## config.mk

```make
export PLATFORM = sky130hd
export DESIGN_NAME = ysyx_25040129_mdu
export DESIGN_NICKNAME = d
export VERILOG_FILES = /design/src/rtl/ysyx_25040129_mdu.sv
export SDC_FILE = /design/constraint.sdc
export NUM_CORES = 1
export LEC_CHECK = 0
export CAP_MARGIN = 25
export CELL_PAD_IN_SITES_DETAIL_PLACEMENT = 1
export CELL_PAD_IN_SITES_GLOBAL_PLACEMENT = 2
export CORE_MARGIN = 2
export CORE_UTILIZATION = 36
export DETAILED_ROUTE_END_ITERATION = 12
export PLACE_DENSITY_LB_ADDON = 0.1
export SYNTH_ARGS = -nofsm -noshare
export SYNTH_HDL_FRONTEND = slang
export SYNTH_SLANG_ARGS = --single-unit
```

## constraint.sdc

```tcl
create_clock -name clk -period 6.8 [get_ports clk]
set_input_delay 2.04 -clock clk [delete_from_list [all_inputs] [get_ports clk]]
set_output_delay 2.04 -clock clk [all_outputs]
set_load 0.03 [all_outputs]
```

## src/rtl/ysyx_25040129_mdu.sv

```systemverilog
`default_nettype none
// ==== ysyx_25040129_mdu : iterative RV32M multiply/divide unit, one bit per cycle (rev 1.0) ====
module ysyx_25040129_mdu #(
  parameter int REGS_DIG = 5
) (
  input  logic                clk,
  input  logic                rst_n,
  input  logic                in_valid,
  output logic                in_ready,
  input  logic [2:0]          op,
  input  logic [31:0]         src1,
  input  logic [31:0]         src2,
  input  logic [REGS_DIG-1:0] rd_in,
  input  logic                flush,
  output logic                out_valid,
  input  logic                out_ready,
  output logic [31:0]         result,
  output logic [REGS_DIG-1:0] rd_out,
  output logic                busy
);

  typedef enum logic [1:0] {
    IDLE = 2'd0,
    BUSY = 2'd1,
    DONE = 2'd2
  } state_e;

  state_e              state_q, state_d;
  logic [4:0]          cnt_q, cnt_d;
  logic [63:0]         acc_q, acc_d;
  logic [31:0]         b_q, b_d;
  logic [2:0]          op_q, op_d;
  logic                neg_q, neg_d;
  logic [31:0]         result_q, result_d;
  logic [REGS_DIG-1:0] rd_q, rd_d;

  // Operand conditioning: both datapaths work on magnitudes, sign is fixed up at the end
  logic        w_accept, w_s1_signed, w_s2_signed, w_neg1, w_neg2, w_neg;
  logic [31:0] w_mag1, w_mag2;
  logic        w_div_zero, w_ovf;
  logic [31:0] w_special_res;

  assign w_accept    = in_valid && in_ready;
  assign w_s1_signed = (op == 3'd1) || (op == 3'd2) || (op == 3'd4) || (op == 3'd6);
  assign w_s2_signed = (op == 3'd1) || (op == 3'd4) || (op == 3'd6);
  assign w_neg1      = w_s1_signed && src1[31];
  assign w_neg2      = w_s2_signed && src2[31];
  assign w_mag1      = w_neg1 ? (~src1 + 32'd1) : src1;
  assign w_mag2      = w_neg2 ? (~src2 + 32'd1) : src2;
  assign w_neg       = (op == 3'd6) ? w_neg1 : (w_neg1 ^ w_neg2);

  assign w_div_zero    = op[2] && (src2 == 32'd0);
  assign w_ovf         = ((op == 3'd4) || (op == 3'd6)) &&
                         (src1 == 32'h8000_0000) && (src2 == 32'hFFFF_FFFF);
  assign w_special_res = w_div_zero ? (op[1] ? src1 : 32'hFFFF_FFFF)
                                    : (op[1] ? 32'd0 : 32'h8000_0000);

  // acc = {partial product high, multiplier} or {partial remainder, dividend/quotient}
  logic [32:0] w_madd, w_cand, w_sub;
  logic        w_qbit, w_unused_bits;
  logic [31:0] w_rem;
  logic [63:0] w_mul_step, w_div_step, w_step, w_prod;
  logic [31:0] w_div_sel, w_div_res, w_mul_res;

  assign w_madd     = {1'b0, acc_q[63:32]} + (acc_q[0] ? {1'b0, b_q} : 33'd0);
  assign w_mul_step = {w_madd, acc_q[31:1]};

  assign w_cand     = acc_q[63:31];
  assign w_qbit     = (w_cand >= {1'b0, b_q});
  assign w_sub      = w_cand - {1'b0, b_q};
  assign w_rem      = w_qbit ? w_sub[31:0] : w_cand[31:0];
  assign w_div_step = {w_rem, acc_q[30:0], w_qbit};
  assign w_unused_bits = w_sub[32] ^ w_cand[32];

  assign w_step    = op_q[2] ? w_div_step : w_mul_step;
  assign w_prod    = neg_q ? (~w_step + 64'd1) : w_step;
  assign w_mul_res = (op_q[1:0] == 2'd0) ? w_prod[31:0] : w_prod[63:32];
  assign w_div_sel = op_q[1] ? w_step[63:32] : w_step[31:0];
  assign w_div_res = neg_q ? (~w_div_sel + 32'd1) : w_div_sel;

  always_comb begin
    state_d  = state_q;
    cnt_d    = cnt_q;
    acc_d    = acc_q;
    b_d      = b_q;
    op_d     = op_q;
    neg_d    = neg_q;
    result_d = result_q;
    rd_d     = rd_q;
    case (state_q)
      IDLE: begin
        if (w_accept) begin
          op_d  = op;
          rd_d  = rd_in;
          cnt_d = 5'd0;
          acc_d = {32'd0, w_mag1};
          b_d   = w_mag2;
          neg_d = w_neg;
          if (w_div_zero || w_ovf) begin
            result_d = w_special_res;
            state_d  = DONE;
          end else begin
            state_d  = BUSY;
          end
        end
      end
      BUSY: begin
        acc_d = w_step;
        cnt_d = cnt_q + 5'd1;
        if (cnt_q == 5'd31) begin
          result_d = op_q[2] ? w_div_res : w_mul_res;
          state_d  = DONE;
        end
      end
      DONE: begin
        if (out_ready) state_d = IDLE;
      end
      default: state_d = IDLE;
    endcase
    if (flush) state_d = IDLE;
  end

  always_ff @(posedge clk or negedge rst_n) begin
    if (!rst_n) begin
      state_q  <= IDLE;
      cnt_q    <= 5'd0;
      acc_q    <= 64'd0;
      b_q      <= 32'd0;
      op_q     <= 3'd0;
      neg_q    <= 1'b0;
      result_q <= 32'd0;
      rd_q     <= '0;
    end else begin
      state_q  <= state_d;
      cnt_q    <= cnt_d;
      acc_q    <= acc_d;
      b_q      <= b_d;
      op_q     <= op_d;
      neg_q    <= neg_d;
      result_q <= result_d;
      rd_q     <= rd_d;
    end
  end

  assign in_ready  = (state_q == IDLE) && !flush;
  assign out_valid = (state_q == DONE);
  assign busy      = (state_q != IDLE);
  assign result    = result_q;
  assign rd_out    = rd_q;

endmodule
`default_nettype wire
```

---- Yosys cells after proc, flatten, opt, wreduce, memory -nomap -nowiden ----
Cells that the tools add are included.
storage, ports and cells
  bits of input ports ..................... 77
  bits in registers ....................... 144
  output and inout port bits .............. 40
  word-level logic and storage cells ...... 88
cells by class
  order comparisons ....................... 1
  reduce and logical (&&, ||, !) cells .... 24
  bitwise logic cells ..................... 5
  multiplexer cells ....................... 28
  equality and inequality tests ........... 15
  $add $sub $neg .......................... 7
operator list
  operator                                        number
  2-to-1 mux 32 bit                               14
  2-to-1 mux 64 bit                               3
  case mux 64 bit (2 select lines)                1
  adder 32 x 1 -> 32 bit (second input constant)  3
  NOT 32 bit                                      3
  adder 64 x 1 -> 64 bit (second input constant)  1
  equality test 32 bit (second input constant)    2
  NOT 64 bit                                      1
  case mux 32 bit (2 select lines)                1
  adder 32 x 32 -> 33 bit                         1
  >= comparator 33 x 32 -> 1 bit                  1
  zero test 32 bit                                1
  subtractor 32 bit                               1
  2-to-1 mux 2 bit                                5
  case mux 5 bit (2 select lines)                 1
  logical AND 1 bit                               7
  logical OR 1 bit                                7
  equality test 3 bit (second input constant)     2
  inequality test 2 bit (second input constant)   3
  inequality test 3 bit (second input constant)   2
  case mux 2 bit (3 select lines)                 1
  adder 5 x 1 -> 5 bit (second input constant)    1
  equality test 5 bit (second input constant)     1
  2-to-1 mux 5 bit                                1
  13 further kinds                                16

---- Logic depth before layout (Yosys ltp) ----
Gate-level depths: netlist (run 1).
  depth in word-level cells ............... 10
  gate-level depth with buffers ........... 23
  mapped depth without buffers ............ 20

---- Worst setup path before layout (run 1) ----
Ideal clock, no wire load.
  kind .................................... reg-to-reg
  from .................................... register op_q[2]
  to ...................................... register result_q[26] (netlist: result[26])
  setup time .............................. 0.090 ns
  arrival ................................. 5.156 ns
  slack ................................... 1.553 ns
  period minus slack after synthesis ...... 5.247 ns
  path buffers ............................ 9
  required time ........................... 6.710 ns
  cell stages (with the launch flop) ...... 23
  cell sequence ........................... dfrtp_1 > buf_2 > buf_2 > buf_2 > buf_2 > buf_1 > buf_2 > buf_2 > buf_2 > mux2i_1 > ha_1 > o21ai_1 > or4_1 > clkbuf_1 > or3_1 > nor2_2 > nand4_1 > nor3_1 > nand4b_1 > o41ai_1 > xnor2_1 > nor2_1 > o221ai_1
on the way
  word-level cells in the longest chain between the ends .. 8
  elaborated cells on any way between the ends .. 12
  classes of those cells .................. 2 x add/sub; 8 x mux; 2 x bitwise
ends and longest elaborated chain
  what                                                                line    RTL
  start: declaration                                                  32      logic [2:0] op_q, op_d;
  start signal: assignment                                            138     op_q <= op_d;
  2-to-1 mux 64 bit                                                   75      assign w_step = op_q[2] ? w_div_step : w_mul_step;
  NOT 64 bit / 2-to-1 mux 32 bit (equally long branches)              76, 78
  adder 64 x 1 -> 64 bit / NOT 32 bit (equally long branches)         76, 79
  2-to-1 mux 64 bit / adder 32 x 1 -> 32 bit (equally long branches)  76, 79
  2-to-1 mux 32 bit, on equally long branches                         77, 79
  2-to-1 mux 32 bit (*)                                               111     result_d = op_q[2] ? w_div_res : w_mul_res;
  2-to-1 mux 32 bit (*)                                               110     if (cnt_q == 5'd31) begin
  case mux 32 bit (2 select lines) (*)                                90      case (state_q)
  end signal: assignment                                              140     result_q <= result_d;
  end: declaration                                                    34      logic [31:0] result_q, result_d;
Every way passes the cells marked *; elsewhere a longest branch is shown, timed or not. The select of a mux whose other input is x is not followed.
A chain may end at the register's enable or synchronous reset.

---- Worst setup path in the final report (run 1) ----
  from .................................... register acc_q[46]
  to ...................................... register result_q[23] (netlist: result[23])
on the way
  word-level cells in the longest chain between the ends .. 10
  elaborated cells on any way between the ends .. 16
  classes of those cells .................. 4 x add/sub; 1 x order compare; 9 x mux; 2 x bitwise
ends and longest elaborated chain
  what                                                                        line    RTL
  start: declaration                                                          30      logic [63:0] acc_q, acc_d;
  start signal: assignment                                                    127     acc_q <= 64'd0;
  start signal: assignment                                                    136     acc_q <= acc_d;
  subtractor 32 bit / >= comparator 33 x 32 -> 1 bit (equally long branches)  70, 69
  2-to-1 mux 32 bit                                                           71      assign w_rem = w_qbit ? w_sub[31:0] : w_cand[31:0];
  2-to-1 mux 64 bit (*)                                                       75
  NOT 64 bit / 2-to-1 mux 32 bit (equally long branches)                      76, 78
  adder 64 x 1 -> 64 bit / NOT 32 bit (equally long branches)                 76, 79
  2-to-1 mux 64 bit / adder 32 x 1 -> 32 bit (equally long branches)          76, 79
  2-to-1 mux 32 bit, on equally long branches                                 77, 79
  2-to-1 mux 32 bit (*)                                                       111
  2-to-1 mux 32 bit (*)                                                       110
  case mux 32 bit (2 select lines) (*)                                        90
Marked as above.

==> results of run 1 <==
## sequential cells by signal, summed over array words and instances (netlist names)
signal   flops
acc_q       64
b_q         32
result      32
cnt_q        5
rd_out       5
op_q         3
state_q      2
neg_q        1
## metal layers
metal  share of wire  track usage  vias to the layer above
met5         0.00015            0                        -
met4           0.029        0.108                        2
met3           0.076       0.0580                      125
met2            0.43        0.508                      819
met1            0.47        0.496                     9671
li1                -            -                     8674
## critical path: cells and delay by family, from the launching register on
| kind | cells | cell delay, ps |
|---|---|---|
| AO/OA/AOI/OAI | 5 | 1450 |
| buffers and inverters | 1 | 290 |
| AND/OR/NAND/NOR | 7 | 3220 |
| adder cells (fa/ha/maj) | 1 | 490 |
| flip-flops | 1 | 490 |
## path summary, 6_finish.rpt
check	startpoint	endpoint	slack [ps]	depth (start not counted)
setup reg to reg	acc_q[46]	result[23]	700	14
hold reg to reg	result[15]	result[15]	480	2
hold / removal	result[15]	result[15]	480	2
max in group asynchronous	rst_n	op_q[2]	4070	2
min in group asynchronous	rst_n	acc_q[56]	1460	1
setup / recovery	acc_q[46]	result[23]	700	14
## synthesized netlist by cell type (14+ instances only)
cell type / count / share of area
o211ai_1: 34 / 0.015
clkbuf_1: 111 / 0.025
a31oi_1: 47 / 0.017
buf_2: 26 / 0.0077
or3_1: 28 / 0.010
nand4_1: 40 / 0.015
nor2b_1: 14 / 0.0052
o21a_1: 15 / 0.0066
o21ai_0: 209 / 0.062
dfrtp_1: 144 / 0.21
inv_1: 72 / 0.016
o31ai_1: 33 / 0.015
a211oi_1: 26 / 0.012
mux2i_1: 36 / 0.021
a21o_1: 29 / 0.013
and2_1: 50 / 0.018
nor4_1: 18 / 0.0066
and3_1: 18 / 0.0066
o221ai_1: 26 / 0.013
nand3_1: 82 / 0.024
a21oi_1: 172 / 0.051
xor2_1: 63 / 0.033
nor3_1: 72 / 0.021
xnor2_1: 94 / 0.049
nor2_1: 189 / 0.042
mux2_2: 20 / 0.013
nand2_1: 284 / 0.063
ha_1: 71 / 0.052
## kinds of logic after synthesis
logic type / count (synthesis) / synth area share
adder cells (fa/ha/maj): 73 / 0.0547
flip-flops: 144 / 0.212
AND/OR/NAND/NOR: 886 / 0.257
buffers and inverters: 223 / 0.0530
AO/OA/AOI/OAI: 774 / 0.308
multiplexers: 56 / 0.0345
XOR/XNOR: 157 / 0.0811
## layout make-up
| type | count | share of cell area |
|---|---|---|
| clock inverter | 15 | 0.00698 |
| inverter | 72 | 0.0140 |
| tap | 607 | 0.0392 |
| clock buffer | 17 | 0.0220 |
| sequential | 144 | 0.186 |
| timing repair buffer | 181 | 0.0859 |
| multi-input combinational | 1946 | 0.646 |
## power by group through the flow
| stage | Sequential, mW | Clock (mW) | Combinational [mW] |
|---|---|---|---|
| after global routing | 1.60 | 1.01 | 7.31 |
| after detailed placement | 1.57 | 0 | 6.67 |
| after global placement | 1.56 | 0 | 6.60 |
| final | 1.57 | 0.970 | 6.85 |
| after floorplan | 1.48 | 0 | 4.30 |
| after CTS | 1.56 | 0.984 | 6.70 |
## stage by stage
| step | util | instances | setup slack (ps) | power (mW) | cell area, sq um |
|---|---|---|---|---|---|
| detailed placement | 0.403 | 2949 | 449 | 8.24 | 18800 |
| global placement | 0.403 | 2949 | 524 | 8.16 | 18800 |
| finish | 0.416 | 2982 | 697 | 9.38 | 19400 |
| global route | 0.416 | 2982 | 480 | 9.92 | 19400 |
| CTS | 0.415 | 2981 | 868 | 9.24 | 19300 |
| floorplan | - | 2313 | 1550 | 5.78 | 17000 |
==> results.toml, run 1 <==
[sta]
slew_viol_final = 0
final.setup_skew_ps = 18.8
whs_ps = 479
finalCritPeriodShare = 0.898
slew_headroom = 0.171
worst_slew_pin_slew_ps = 1230
clock.fmax_mhz = 164
rsz0062_at_grt = "no"
finalSetupViolCount = 0
fin_tns_setup_ps = 0
hold_viol_final = 0
period_needed_ps = 6100

[logic_synthesis]
syn_inst = 2313
avgSynthCellArea_sq_um = 7.33
synth_edf_count = 0
syn-cell-area_sq_um = 17000
yosysWarningCount = 0
ys_types = 108
async_reset_ff_frac = 1.00
seq_area_frac_synth = 0.212
synth-main-ff-cell = "dfrtp_1"
synth_nets = 2463
synth_seq_cells = 144

[clock_network]
clk_path_buf_depth = 2
cts_hold_buffers = 0
ctsResizeCount = 0
htreeDepth = 4
numCtsBuffers = 17
clkTransAtPathRegs_ps = 80
clk_latency_ps = 510
postCtsSetupRepairBufs = 0
root_buffer = "clkbuf_16"
clkSinkCount = 144
cts_tree = "done"

[global_route]
grt.overflow.total = 0
grt_pass1_vias = 18959
antenna_found_initial = 3
grt_pass1_wl_um = 126000
grt_max_degree = 101
grt_use_total = 0.341

[min_path]
hold_class = "register to register"

[finish]
fillers = 5764
drive_above_1_share = 0.0804
seqCellArea_sq_um = 3610
area_growth_pct = 14.2
multi_input_area_sq_um = 12500
final_common_cell = "nand2_1"
diodes = 0
nets = 2512
layout_common_cells = "nand2_1, o21ai_0, nor2_1, a21oi_1, dfrtp_1"

[route]
ant_nets = 0
first_pass_iters = 8
vias = 19291
drtIter0Drc = 2083
drc = 0
wire_per_inst_um = 28.5
totalWireLength_um = 84900
avgViaCountPerCell = 6.47

[die]
start_util = 0.364
io_pins = 117
dieWidth_um = 221
dieArea_sq_um = 48900
coreArea_sq_um = 46600
die_y_um = 221
rows = 79

[critical_path]
crit_type = "register to register"
arrival_ps = 6480
slowest_delay_ps = 760
endpoint_kind = "register"
critPathLaunchType = "register"
crit_required_ps = 7180
critPathMostFrequentCell = "nand4_1"
worstPathCellList = "ha_1 > nand4_1 > nor4_1 > nand4_1 > and3_1 > buf_4 > nand2_4 > a311o_1 > nand3_1 > nor3_1 > a211oi_1 > a31oi_1 > o211ai_1 > o32a_1"
crit_path_top_delay_cell = "nor3_1"
crit_fanout = 17

[power]
switching_share = 0.582
p_clk_frac = 0.103
p_seq_frac = 0.167
p_leak_nw = 7.65
netSwitchingPower_mw = 5.47
p_int_mw = 3.92
ir_drop_v = 0.000276
comb_power_share = 0.730
power_density_nw_per_um2 = 485

[job]
maxCapViolCount = 0

[place]
place_congestion = 1.02
portBuffers = 116
dpl.hpwl_um = 66400

[outcome]
outcome = "complete, no violations"
Power figures use the tool's default switching activity.
==> inputs of run 2 (changes only) <==
--- a/config.mk
+++ b/config.mk
@@ -12,6 +12,7 @@
 export CORE_UTILIZATION = 36
 export DETAILED_ROUTE_END_ITERATION = 12
 export PLACE_DENSITY_LB_ADDON = 0.1
+export SLEW_MARGIN = 0
 export SYNTH_ARGS = -nofsm -noshare
 export SYNTH_HDL_FRONTEND = slang
 export SYNTH_SLANG_ARGS = --single-unit
==> results of run 2 <==
The final DEF is identical to that of run 1; final timing and power are the same.
